===== src/rtl/fetch_redirect_unit_pkg.sv =====
// Shared pipeline definitions for the fetch redirect unit.
package fetch_redirect_unit_pkg;

  // Fetch FSM: RUN fetches sequentially, HALT freezes fetch after a bad target.
  typedef enum logic {
    ST_RUN  = 1'b0,
    ST_HALT = 1'b1
  } fetch_state_t;

  // Sequential fetch stride in bytes.
  localparam logic [31:0] PC_INCR = 32'd4;

  // Low target bits that must be zero for an aligned 32-bit instruction.
  localparam logic [1:0] ALIGN_MASK = 2'b11;

  // True when a redirect target is not word aligned.
  function automatic logic is_misaligned(input logic [31:0] addr);
    return |(addr[1:0] & ALIGN_MASK);
  endfunction

endpackage


===== src/rtl/fetch_redirect_unit_event_counter.sv =====
// Free-running event counter with enable and synchronous reset; wraps modulo 2^WIDTH.
module event_counter #(
  parameter int unsigned WIDTH = 32
) (
  input  logic             i_clk,
  input  logic             i_reset,
  input  logic             i_en,
  output logic [WIDTH-1:0] o_count
);

  logic [WIDTH-1:0] r_count;

  // Count one per enabled edge; reset wins over enable.
  always_ff @(posedge i_clk) begin
    if (i_reset) begin
      r_count <= '0;
    end else if (i_en) begin
      r_count <= r_count + {{(WIDTH-1){1'b0}}, 1'b1};
    end
  end

  assign o_count = r_count;

endmodule


===== src/rtl/fetch_redirect_unit.sv =====
// Fetch PC sequencer: sequential fetch, execute-stage redirects with pipeline
// flush, sticky misaligned-target exception and branch/redirect statistics.
module fetch_redirect_unit
  import fetch_redirect_unit_pkg::*;
#(
  parameter logic [31:0] RESET_PC = 32'h0100_0000
) (
  input  logic        clock,
  input  logic        reset,
  input  logic        stall,
  input  logic        imem_ready,
  input  logic        ex_valid,
  input  logic        ex_is_branch,
  input  logic        ex_br_tk,
  input  logic        ex_jump,
  input  logic [31:0] ex_target,
  output logic [31:0] f_pc,
  output logic        f_valid,
  output logic        flush_fd,
  output logic        flush_de,
  output logic        misalign_exc,
  output logic [31:0] exc_pc,
  output logic [31:0] br_count,
  output logic [31:0] tk_count
);

  fetch_state_t r_state;
  fetch_state_t w_next_state;

  logic [31:0] r_pc;
  logic [31:0] r_exc_pc;
  logic        r_misalign;

  logic [31:0] w_next_pc;
  logic [31:0] w_next_exc_pc;
  logic        w_next_misalign;
  logic        w_valid;
  logic        w_flush;
  logic        w_br_en;
  logic        w_tk_en;
  logic        w_redirect;
  logic        w_bad_target;

  assign w_redirect   = ex_valid & (ex_br_tk | ex_jump);
  assign w_bad_target = is_misaligned(ex_target);

  // State and architectural registers; reset overrides any concurrent redirect.
  always_ff @(posedge clock) begin
    if (reset) begin
      r_state    <= ST_RUN;
      r_pc       <= RESET_PC;
      r_exc_pc   <= '0;
      r_misalign <= 1'b0;
    end else begin
      r_state    <= w_next_state;
      r_pc       <= w_next_pc;
      r_exc_pc   <= w_next_exc_pc;
      r_misalign <= w_next_misalign;
    end
  end

  // Next-state, next-PC, flush and counter-enable decode.
  always_comb begin
    w_next_state    = r_state;
    w_next_pc       = r_pc;
    w_next_exc_pc   = r_exc_pc;
    w_next_misalign = r_misalign;
    w_valid         = 1'b0;
    w_flush         = 1'b0;
    w_br_en         = 1'b0;
    w_tk_en         = 1'b0;

    unique case (r_state)
      ST_RUN: begin
        w_valid = 1'b1;
        w_br_en = ex_valid & ex_is_branch;
        w_tk_en = w_redirect;
        if (w_redirect) begin
          w_flush = 1'b1;
          if (w_bad_target) begin
            w_next_state    = ST_HALT;
            w_next_misalign = 1'b1;
            w_next_exc_pc   = ex_target;
          end else begin
            w_next_pc = ex_target;
          end
        end else if (imem_ready && !stall) begin
          w_next_pc = r_pc + PC_INCR;
        end
      end
      ST_HALT: begin
        w_flush = 1'b1;
      end
      default: begin
        w_next_state = ST_RUN;
      end
    endcase

    // Reset is visible on the outputs while asserted, not only after the edge.
    if (reset) begin
      w_valid = 1'b0;
      w_flush = 1'b0;
      w_br_en = 1'b0;
      w_tk_en = 1'b0;
    end
  end

  event_counter #(.WIDTH(32)) u_br_count (
    .i_clk   (clock),
    .i_reset (reset),
    .i_en    (w_br_en),
    .o_count (br_count)
  );

  event_counter #(.WIDTH(32)) u_tk_count (
    .i_clk   (clock),
    .i_reset (reset),
    .i_en    (w_tk_en),
    .o_count (tk_count)
  );

  assign f_pc         = r_pc;
  assign f_valid      = w_valid;
  assign flush_fd     = w_flush;
  assign flush_de     = w_flush;
  assign misalign_exc = r_misalign;
  assign exc_pc       = r_exc_pc;

endmodule


===== config.mk =====
export PLATFORM = sky130hd
export DESIGN_NAME = fetch_redirect_unit
export DESIGN_NICKNAME = d
export VERILOG_FILES = /design/src/rtl/fetch_redirect_unit_pkg.sv /design/src/rtl/fetch_redirect_unit_event_counter.sv /design/src/rtl/fetch_redirect_unit.sv
export SDC_FILE = /design/constraint.sdc
export NUM_CORES = 1
export LEC_CHECK = 0
export CORE_MARGIN = 2
export CORE_UTILIZATION = 50
export CTS_BUF_LIST = sky130_fd_sc_hd__clkbuf_8
export CTS_CLUSTER_DIAMETER = 150
export CTS_CLUSTER_SIZE = 16
export DETAILED_ROUTE_END_ITERATION = 6
export PLACE_DENSITY = 0.87
export SLEW_MARGIN = 25
export SYNTH_ARGS = -nofsm -noshare
export SYNTH_HDL_FRONTEND = slang
export SYNTH_SLANG_ARGS = --single-unit

===== constraint.sdc =====
create_clock -name clock -period 2.9 [get_ports clock]
set_input_delay 0.58 -clock clock [delete_from_list [all_inputs] [get_ports clock]]
set_output_delay 0.58 -clock clock [all_outputs]
set_load 0.02 [all_outputs]

## Word level (Yosys, flattened, before mapping)

Index checks and enable logic that the tools add are counted.
Widths: inputs -> output; s select.

| operators by class | value |
|---|---|
| $add $sub $neg | 3 |
| equal/unequal tests | 1 |
| muxes and demuxes | 15 |
| bitwise gates (word level) | 4 |
| reduce and logical (&&, ||, !) cells | 6 |

Operators by type and width:

| cell | number |
|---|---|
| $mux 32 | 3 |
| $add 32x1->32 const B | 2 |
| $add 32x3->32 const B | 1 |
| $mux 1 | 11 |
| $reduce_and 3->1 | 2 |
| $and 1x1->1 | 2 |
| $ne 2x2->1 const B | 1 |
| $pmux 1 s2 | 1 |
| $reduce_bool 2->1 | 1 |
| $reduce_or 2->1 | 1 |
| $logic_and 1x1->1 | 1 |
| $logic_not 1->1 | 1 |
| $not 1->1 | 1 |
| $or 1x1->1 | 1 |

| storage, ports and cells | value |
|---|---|
| register bits after elaboration | 130 |
| output and inout port bits | 132 |

## Logic depth before layout (Yosys ltp)

Gate-level depths: netlist (run 1).

| depth | value |
|---|---|
| word-level depth | 5 |
| gate-level depth with buffers | 8 |
| depth with buffers taken out | 6 |

## Hierarchy

Synthesis (run 1) repeated with hierarchy kept, for this count alone.

| unflattened totals | value |
|---|---|
| cell total of the unflattened synthesis | 781 |
| area total of the unflattened synthesis | 6,369.9 um2 |

By module, submodules not included:

| module | instances | cells each | area an instance (um2) | seq. area each (um2) |
|---|---|---|---|---|
| fetch_redirect_unit | 1 | 419 | 3,241.9 | 1,321.3 |
| event_counter | 2 | 181 | 1,564.0 | 640.6 |

## Worst setup path before layout (run 1)

OpenSTA, ideal clock, no wires.

| timing | value |
|---|---|
| path type | input to output |
| start point | input port ex_jump |
| end point | output port flush_fd |
| arrival | 1.720 ns |
| path slack | 0.600 ns |
| stages | 6 |
| path buffers | 3 |
| cell sequence | o21a_1 buf_6 clkbuf_1 nor2_1 nor2_1 buf_4 |

| between the ends | value |
|---|---|
| word-level cells in the longest chain between the ends | 5 |

RTL lines:

| what | RTL line | text |
|---|---|---|
| start: declaration | fetch_redirect_unit.sv:15 | `input logic ex_jump,` |
| $or 1x1->1 | fetch_redirect_unit.sv:44 | `assign w_redirect = ex_valid & (ex_br_tk \| ex_jump);` |
| $and 1x1->1 | fetch_redirect_unit.sv:44 |  |
| $mux 1 | fetch_redirect_unit.sv:78 | `if (w_redirect) begin` |
| $pmux 1 s2 | fetch_redirect_unit.sv:73 | `unique case (r_state)` |
| $mux 1 | fetch_redirect_unit.sv:100 | `if (reset) begin` |
| end: declaration | fetch_redirect_unit.sv:19 | `output logic flush_fd,` |

No other way between the ends.

## Worst setup path after layout (run 1)

Ends and elaborated chain as after synthesis.

==> flow_summary.json, run 1 <==
{
  "status": "completed",
  "clk_path_buf_depth": 2,
  "synth.top_cell.area_share_pct": 41.96,
  "cts_tree": "yes",
  "vdd_drop_max_mv": 0.2772,
  "clk_latency_ns": 0.46,
  "setup-violations-final": 0,
  "fin_worst_skew_ns": 0.009612,
  "clock_sinks": 130,
  "fin_worst_hold_slack_ns": 0.4534,
  "rows": 40,
  "powerDensity_nw_per_um2": 438.6,
  "synth-edff-count": 0,
  "yosysSeqAreaShare_pct": 41.96,
  "fillCellCount": 936,
  "ys_top_cells_by_area": "dfxtp_1, nand2_1, a21oi_1",
  "p_leak_nw": 2.931,
  "setup_tns_ns": 0,
  "yosysUniqueCellTypes": 64,
  "synthAdderAreaFrac_pct": 0.6052,
  "gp_congestion": 0.9049,
  "grt_pass1_wl_um": 28760,
  "crit_fanout": 3,
  "dieArea_um2": 13310,
  "muxShareOfSynthArea_pct": 1.130,
  "die_x_um": 115.4,
  "fin_cells": 1131,
  "slew_viol_final": 0,
  "vias_per_cell": 5.714,
  "synth_xor_area_share_pct": 6.213,
  "switching_share_pct": 26.68,
  "synth_top_family_by_area": "simple AND/OR/NAND/NOR gates",
  "hpwlAfterDp_um": 12580,
  "yosysTopAreaCell": "dfxtp_1",
  "clkTransAtPathRegs_ns": 0.07,
  "fin_crit_ns": 2.762,
  "grt_pass1_vias": 5904,
  "setup_slack_ns": 0.1384,
  "async_flop_share_pct": 0,
  "finalNetCount": 993,
  "pre_cts_ws_ns": 0.005981,
  "fmax_mhz": 362.1,
  "io_pins": 172,
  "p_int_mw": 2.732,
  "area_growth_pct": 36.96,
  "tightest_slew_ns": 0.5578,
  "diodes": 0,
  "grtUsageTotal_pct": 27.12,
  "finalInstanceArea_um2": 8494,
  "port_buffers": 171,
  "synth_compound_area_share_pct": 14.40,
  "place_area_um2": 8145,
  "cp.arrival_ns": 2.18,
  "finalWirelength_um": 18150,
  "yosys_warnings": 0,
  "p_comb_share_pct": 13.0,
  "finish.utilization_pct": 70.43,
  "crit_type": "in2out",
  "power_frac_seq_pct": 50.6,
  "start_util_pct": 51.42,
  "syn-instance-count": 778,
  "root_buffer": "clkbuf_8",
  "synth_simple_gate_area_share_pct": 32.18,
  "hold_class": "reg2reg",
  "syn_area_um2": 6202,
  "core_um2": 12060,
  "dpl.cell_count": 1099,
  "first_pass_iters": 7,
  "hold_viol_final": 0,
  "route.detailed.drc": 0,
  "ant_nets": 0,
  "cp.required_ns": 2.32,
  "drive_above_1_share_pct": 7.269,
  "period_share_pct": 95.23,
  "slew-limit-headroom_pct": 62.68,
  "synthFlopType": "dfxtp_1",
  "cp-start-kind": "input port",
  "p_switching_mw": 0.9942,
  "yosys_register_bits": 130,
  "rsz0062_at_grt": "false",
  "maxCapViolations": 0,
  "wl_per_cell_um": 16.05,
  "clkPwrFrac_pct": 36.4,
  "num_vias": 6463,
  "endpoint_kind": "primary output",
  "drt-initial-drc-count": 368,
  "htreeDepth": 4,
  "cts_buffers": 17,
  "antenna_found_initial": 0,
  "syn_nets": 821,
  "syn_avg_cell_area_um2": 7.972,
  "grt_start_max_net_pins": 53,
  "overflow": 0,
  "power.total_mw": 3.726,
  "postCtsSetupBuffers": 0,
  "die_h_um": 115.4
}
-- worst max-delay path, stage by stage --
cell and delay [ns]:
clkdlybuf4s50_1 0.48, o21a_1 0.18, nor2_1 0.06, nor2_2 0.23, clkdlybuf4s50_1 0.66
-- final cells by class --
type,count,area [um^2],share of cell area [%]
multi-input combinational,596,3393,39.95
sequential,130,2603,30.64
timing repair buffer,199,1919,22.60
clock buffer,22,302.8,3.565
tap,168,210.2,2.475
clock inverter,10,43.79,0.5155
inverter,6,22.52,0.2651
-- sequential cells by signal, indices dropped and copies added, names as in the netlist --
| signal | flops |
|---|---|
| exc_pc | 32 |
| f_pc | 32 |
| misalign_exc | 1 |
| r_state | 1 |
| u_br_count.o_count | 32 |
| u_tk_count.o_count | 32 |
-- final timing paths --
check,startpoint,slack [ns],endpoint,depth (start not counted)
worst max-delay path,ex_jump,0.14,flush_fd,5
worst min-delay path,exc_pc[5]$_SDFFE_PP0P_,0.45,exc_pc[5]$_SDFFE_PP0P_,2
worst max register to register,f_pc[2]$_SDFFE_PP0P_,0.68,f_pc[18]$_SDFFE_PP0P_,5
worst min register to register,exc_pc[5]$_SDFFE_PP0P_,0.45,exc_pc[5]$_SDFFE_PP0P_,2
-- synth_stat cells, drive strengths merged, types with 5 or more instances --
master,instances
dfxtp,130
nand2,114
nor2,87
a21oi,69
clkbuf,40
nand3,38
o21ai,36
nand4,35
xnor2,26
and3,19
nor4,18
xor2,18
or3,17
and4,13
nor3,11
and2,9
nand2b,8
mux2i,7
buf,6
inv,6
o22ai,5
or4,5
-- logic make-up (layout without fill, tap and decap cells) --
kind of cell	count (synthesis)	after routing
XOR/XNOR	44	44
multiplexers	7	7
AO/OA/AOI/OAI	150	150
flip-flops	130	130
adder cells (fa/ha/maj)	3	3
buffers and inverters	52	237
AND/OR/NAND/NOR	392	392
-- placed cells by master, fill, tap and decap left out, drive strengths merged, types with 19 or more instances in the layout --
cell type	instances
nand3	38
nor2	87
clkdlybuf4s50	170
nand4	35
clkbuf	22
nand2	114
dfxtp	130
buf	29
and3	19
o21ai	36
xnor2	26
a21oi	69
-- repair_timing --
action / 4_1_cts / 5_1_grt
setup endpoints to repair: 0 / 2
hold endpoints to repair: 0 / 0
hold buffers: 0 / 0
resized for setup: 0 / 1
-- power by group through the flow --
stage               Combinational, mW  Clock, mW  Sequential, mW
finish                          0.483       1.36            1.89
global route                    0.521       1.46            1.89
CTS                             0.482       1.38            1.88
detailed placement              0.479          0            1.92
global placement                0.471          0            1.92
floorplan                       0.192          0            1.97
-- routing by layer --
layer  track usage, %  share of wire (%)
met1            33.88                 42
met4            10.36                1.8
met2            43.43                 47
met5                0                  0
met3            9.067                9.7
Power figures use the tool's default switching activity.
==> run 2, diff against run 1 <==
--- a/config.mk
+++ b/config.mk
@@ -12,7 +12,6 @@
 export CTS_CLUSTER_SIZE = 16
 export DETAILED_ROUTE_END_ITERATION = 6
 export PLACE_DENSITY = 0.87
-export SLEW_MARGIN = 25
 export SYNTH_ARGS = -nofsm -noshare
 export SYNTH_HDL_FRONTEND = slang
 export SYNTH_SLANG_ARGS = --single-unit
==> constraint.sdc (replaced) <==
create_clock -name clock -period 2.8 [get_ports clock]
set_input_delay 0.56 -clock clock [delete_from_list [all_inputs] [get_ports clock]]
set_output_delay 0.56 -clock clock [all_outputs]
set_load 0.02 [all_outputs]
==> run 2 against run 1 <==
Compared with the run above: first-iteration DRC count rose by 14%; clock-buffer cell count fell by 1; utilization rose by 0.73 points; routed wire length rose by 0.44%; sequential power rose by 3%; global-route usage barely moved; hold slack improved by 0.0018 ns; total power rose by 5.6%; critical path type is now in2reg; critical endpoint is now f_pc[26]$_SDFFE_PP0P_.
==> flow_summary.json, run 2 (synthesized netlist as in run 1, its figures left out) <==
{
  "hold_viol_final": 0,
  "antenna_found_initial": 0,
  "drt-initial-drc-count": 420,
  "fin_cells": 1137,
  "fin_worst_skew_ns": 0.008716,
  "wl_per_cell_um": 16.04,
  "grt_pass1_vias": 5945,
  "endpoint_kind": "flop",
  "clk_path_buf_depth": 2,
  "fin_crit_ns": 2.498,
  "drt-met1-wl_um": 7649,
  "htreeDepth": 4,
  "regArea_um2": 2603,
  "fin_worst_hold_slack_ns": 0.4552,
  "setup-violations-final": 0,
  "slew-limit-headroom_pct": 55.74,
  "clkTransAtPathRegs_ns": 0.07,
  "vdd_drop_max_mv": 0.2706,
  "crit_type": "in2reg",
  "wl_met3_um": 1720,
  "clk_latency_ns": 0.45,
  "num_vias": 6498,
  "setup_tns_ns": 0,
  "grt_pass1_wl_um": 28800,
  "first_pass_iters": 5,
  "top_layer": "met4",
  "drive_above_1_share_pct": 7.637,
  "root_buffer": "clkbuf_8",
  "core_um2": 12060,
  "layout_common_cells": "clkdlybuf4s50_1, dfxtp_1, nand2_1",
  "start_util_pct": 51.42,
  "postCtsSetupBuffers": 0,
  "grtUsageTotal_pct": 27.15,
  "p_leak_nw": 3.007,
  "clock_sinks": 130,
  "dr_wl_met2_um": 8574,
  "fillCellCount": 964,
  "worst-r2r-cell-count": 5,
  "r2r-start": "f_pc[2]$_SDFFE_PP0P_",
  "powerDensity_nw_per_um2": 458.5,
  "rsz0062_at_grt": "false",
  "cts-hold-fix-buffers": 0,
  "port_buffers": 171,
  "crit_path_max_incr_delay_ns": 0.53,
  "r2r_end": "f_pc[26]$_SDFFE_PP0P_",
  "fmax_mhz": 400.3,
  "r2r_slack_ns": 0.53,
  "power.total_mw": 3.935,
  "route.detailed.drc": 0,
  "min_from": "exc_pc[15]$_SDFFE_PP0P_",
  "vias_per_cell": 5.715,
  "slew_viol_final": 0,
  "tightest_slew_ns": 0.6639,
  "die_h_um": 115.4,
  "finalWirelength_um": 18230,
  "path_cells": "clkdlybuf4s50_1 > o21a_1 > buf_4 > or4b_4 > nand2_2 > nor2_1 > a2111oi_0",
  "status": "completed",
  "maxCapViolations": 0,
  "period_share_pct": 89.23,
  "cp.arrival_ns": 2.79,
  "multi_input_area_um2": 3391,
  "area_growth_pct": 38.37,
  "whs_path_depth": 2,
  "crit_fanout": 16,
  "die_x_um": 115.4,
  "overflow": 0,
  "critical_path.slowest_cell": "or4b_4",
  "diodes": 0,
  "cp.required_ns": 3.09,
  "layout_commonest_cell": "clkdlybuf4s50_1",
  "cts_buffers": 17,
  "dieArea_um2": 13310,
  "cp-start-kind": "input port",
  "dpl.cell_count": 1105,
  "io_pins": 172,
  "min_to": "exc_pc[15]$_SDFFE_PP0P_",
  "gp_congestion": 0.9309,
  "hold_class": "reg2reg",
  "hpwlAfterDp_um": 12580,
  "finalNetCount": 999,
  "rows": 40,
  "ant_nets": 0,
  "cts_tree": "yes",
  "grt_start_max_net_pins": 66
}
[run 2: cell count changes in the layout (fill, tap and decap cells not counted), sizes merged]
cell,delta
clkbuf,-1
inv,+1
dlymetal6s2s,+2
buf,+6
bufinv,+1
clkinv,-1
clkdlybuf4s50,-2
[run 2: layer usage]
layer	vias to the layer above	GRT usage [%]
met5	-	0
met2	290	43.74
met4	0	9.960
met3	29	7.433
met1	3048	34.91
li1	3131	-
[run 2: cell type report]
class,count,area share (%)
multi-input cells,596,39.51
flip-flops and latches,130,30.33
repair buffers,205,23.24
clock buffers,21,3.368
well taps,168,2.449
clock inverters,11,0.8456
inverters,6,0.2624
[run 2: critical path: cells and delay by family]
family          cells  cell delay (ns)
simple gates        3             0.96
compound gates      2             0.66
buf+inv             2             0.60
[run 2: power breakdown]
group,internal [mW],leakage (nW),switching [mW]
clock network,0.770,0.213,0.704
logic,0.232,1.74,0.276
registers,1.90,1.05,0.0529
total,2.90,3.01,1.03
[run 2: metrics by stage]
| step | worst slack, ns | area, um^2 | util (%) |
|---|---|---|---|
| floorplan | 0.5399 | 6202 | - |
| global placement | 0.02309 | 8215 | 68.11 |
| detailed placement | -0.01556 | 8215 | 68.11 |
| CTS | 0.01309 | 8577 | 71.11 |
| global route | 0.2773 | 8582 | 71.15 |
| finish | 0.3016 | 8582 | 71.15 |
[run 2: worst max-delay path by stage]
stage,from,end,slack [ns],cells after the start
6_report,ex_jump,f_pc[26]$_SDFFE_PP0P_,0.30,7
2_1_floorplan,ex_jump,flush_fd,0.54,6
3_3_place_gp,ex_jump,flush_fd,0.02,5
3_5_place_dp,ex_jump,f_pc[13]$_SDFFE_PP0P_,-0.02,7
4_1_cts,ex_valid,flush_fd,0.01,5
5_1_grt,ex_jump,f_pc[26]$_SDFFE_PP0P_,0.28,7
[run 2: what timing repair did]
action                     CTS  global route
setup endpoints to repair    0             2
hold endpoints to repair     0             0
resized for setup            0             2
==> run 3, diff against run 2 <==
--- a/config.mk
+++ b/config.mk
@@ -12,6 +12,7 @@
 export CTS_CLUSTER_SIZE = 16
 export DETAILED_ROUTE_END_ITERATION = 6
 export PLACE_DENSITY = 0.87
+export SETUP_SLACK_MARGIN = 0.02
 export SYNTH_ARGS = -nofsm -noshare
 export SYNTH_HDL_FRONTEND = slang
 export SYNTH_SLANG_ARGS = --single-unit
==> run 3 against run 2 <==
Compared with the run above: first-iteration DRC count is 1.4% lower; global-route usage stayed put; register-to-register slack better by 0.02 ns; clock skew is 0.00092 ns higher; non-clock buffer count stayed put; utilization hardly changed; setup slack worse by 0.0084 ns; critical endpoint is now flush_fd.
==> flow_summary.json, run 3 (synthesized netlist as in run 1, its figures left out) <==
{
  "grtUsageTotal_pct": 27.15,
  "finish.utilization_pct": 71.12,
  "drt-initial-drc-count": 414,
  "grt_pass1_wl_um": 28800,
  "setup.worst_path.end": "flush_fd",
  "clkTransAtPathRegs_ns": 0.07,
  "hpwlAfterDp_um": 12580,
  "setup-violations-final": 0,
  "grt_start_max_net_pins": 66,
  "slew_viol_final": 0,
  "die_h_um": 115.4,
  "path_cells": "clkdlybuf4s50_1 > o21a_1 > nor2_1 > nor2_1 > dlygate4sd2_1",
  "cts_buffers": 17,
  "r2r_slack_ns": 0.55,
  "fmax_mhz": 398.9,
  "critical_path.slowest_cell": "clkdlybuf4s50_1",
  "powerDensity_nw_per_um2": 458.4,
  "critPathLaunch": "ex_valid",
  "r2r_end": "f_pc[26]$_SDFFE_PP0P_",
  "status": "completed",
  "endpoint_kind": "primary output",
  "cts_tree": "yes",
  "hold_class": "reg2reg",
  "route.detailed.drc": 0,
  "fin_worst_hold_slack_ns": 0.4551,
  "fin_cells": 1137,
  "p_leak_nw": 2.996,
  "finalNetCount": 999,
  "port_buffers": 171,
  "crit_path_max_incr_delay_ns": 0.49,
  "setup_tns_ns": 0,
  "layout_common_cells": "clkdlybuf4s50_1, dfxtp_1, nand2_1",
  "crit_top_cell": "nor2_1",
  "clock_sinks": 130,
  "clk_path_buf_depth": 2,
  "vdd_drop_max_mv": 0.2724,
  "rsz0062_at_grt": "false",
  "period_share_pct": 89.53,
  "grt_pass1_vias": 5945,
  "setup_slack_ns": 0.2932,
  "dieArea_um2": 13310,
  "tightest_slew_ns": 0.6570,
  "worst-r2r-cell-count": 5,
  "power.total_mw": 3.933,
  "gp_congestion": 0.9309,
  "start_util_pct": 51.42,
  "antenna_found_initial": 0,
  "ant_nets": 0,
  "overflow": 0,
  "place_area_um2": 8215,
  "num_vias": 6525,
  "wl_per_cell_um": 16.01,
  "pre_cts_ws_ns": -0.01556,
  "cp-start-kind": "input port",
  "first_pass_iters": 6,
  "maxCapViolations": 0,
  "fin_crit_ns": 2.507,
  "finalWirelength_um": 18200,
  "crit_type": "in2out",
  "fillCellCount": 966,
  "hold_viol_final": 0,
  "layout_commonest_cell": "clkdlybuf4s50_1",
  "drive_above_1_share_pct": 7.637,
  "clk_latency_ns": 0.45,
  "rows": 40,
  "diodes": 0,
  "die_x_um": 115.4,
  "fin_worst_skew_ns": 0.009633,
  "io_pins": 172,
  "cts-hold-fix-buffers": 0,
  "slew-limit-headroom_pct": 56.20,
  "finalInstanceArea_um2": 8578,
  "cp.required_ns": 2.24,
  "dpl.cell_count": 1105,
  "cp.arrival_ns": 1.95,
  "htreeDepth": 4,
  "crit_fanout": 3,
  "root_buffer": "clkbuf_8",
  "core_um2": 12060,
  "vias_per_cell": 5.739,
  "area_growth_pct": 38.31,
  "r2r-start": "f_pc[2]$_SDFFE_PP0P_"
}
## run 3: cell types whose count changed in the layout (fill, tap and decap cells not counted), sizes merged
cell | previous run | this run
dlygate4sd2 | 0 | 1
dlymetal6s2s | 2 | 1
## run 3: per-layer routing
metal / routed length, um / track usage [%] / up-vias
met5: 0 / 0 / -
met4: 310 / 9.960 / 0
met3: 1683 / 7.433 / 31
met2: 8551 / 43.74 / 290
met1: 7653 / 34.91 / 3069
li1: - / - / 3135
## run 3: worst min-delay path by stage
stage,start,to,slack [ns],depth (start not counted)
2_1_floorplan,exc_pc[0]$_SDFFE_PP0P_,exc_pc[0]$_SDFFE_PP0P_,0.53,2
4_1_cts,exc_pc[16]$_SDFFE_PP0P_,exc_pc[16]$_SDFFE_PP0P_,0.46,2
6_report,exc_pc[15]$_SDFFE_PP0P_,exc_pc[15]$_SDFFE_PP0P_,0.46,2
5_1_grt,exc_pc[23]$_SDFFE_PP0P_,exc_pc[23]$_SDFFE_PP0P_,0.47,2
3_3_place_gp,exc_pc[16]$_SDFFE_PP0P_,exc_pc[16]$_SDFFE_PP0P_,0.44,2
3_5_place_dp,exc_pc[16]$_SDFFE_PP0P_,exc_pc[16]$_SDFFE_PP0P_,0.45,2
## run 3: repair_timing
item                                    CTS  global route
buffers inserted                          0             0
endpoints found under the setup margin    2             1
pin swaps                                 0             0
gates resized for setup                   1             1
## run 3: power breakdown
group          switching, mW  internal, mW  total [mW]  leakage (nW)
Clock                  0.701         0.770        1.47         0.213
Combinational          0.277         0.232       0.509          1.73
Sequential            0.0529          1.90        1.95          1.05
Total                   1.03          2.90        3.93          3.00
## run 3: worst max-delay path, delay by kind of cell
kind,cells,cell delay [ns]
AND/OR/NAND/NOR,2,0.32
AO/OA/AOI/OAI,1,0.19
buffers and inverters,2,0.87
## run 3: area by class of cell
cell class	count	area [um^2]	share of cell area [%]
clock buffer	21	289.0	3.369
sequential	130	2603	30.34
clock inverter	11	72.57	0.8460
timing repair buffer	205	1991	23.21
multi-input combinational	596	3391	39.53
inverter	6	22.52	0.2625
tap	168	210.2	2.450
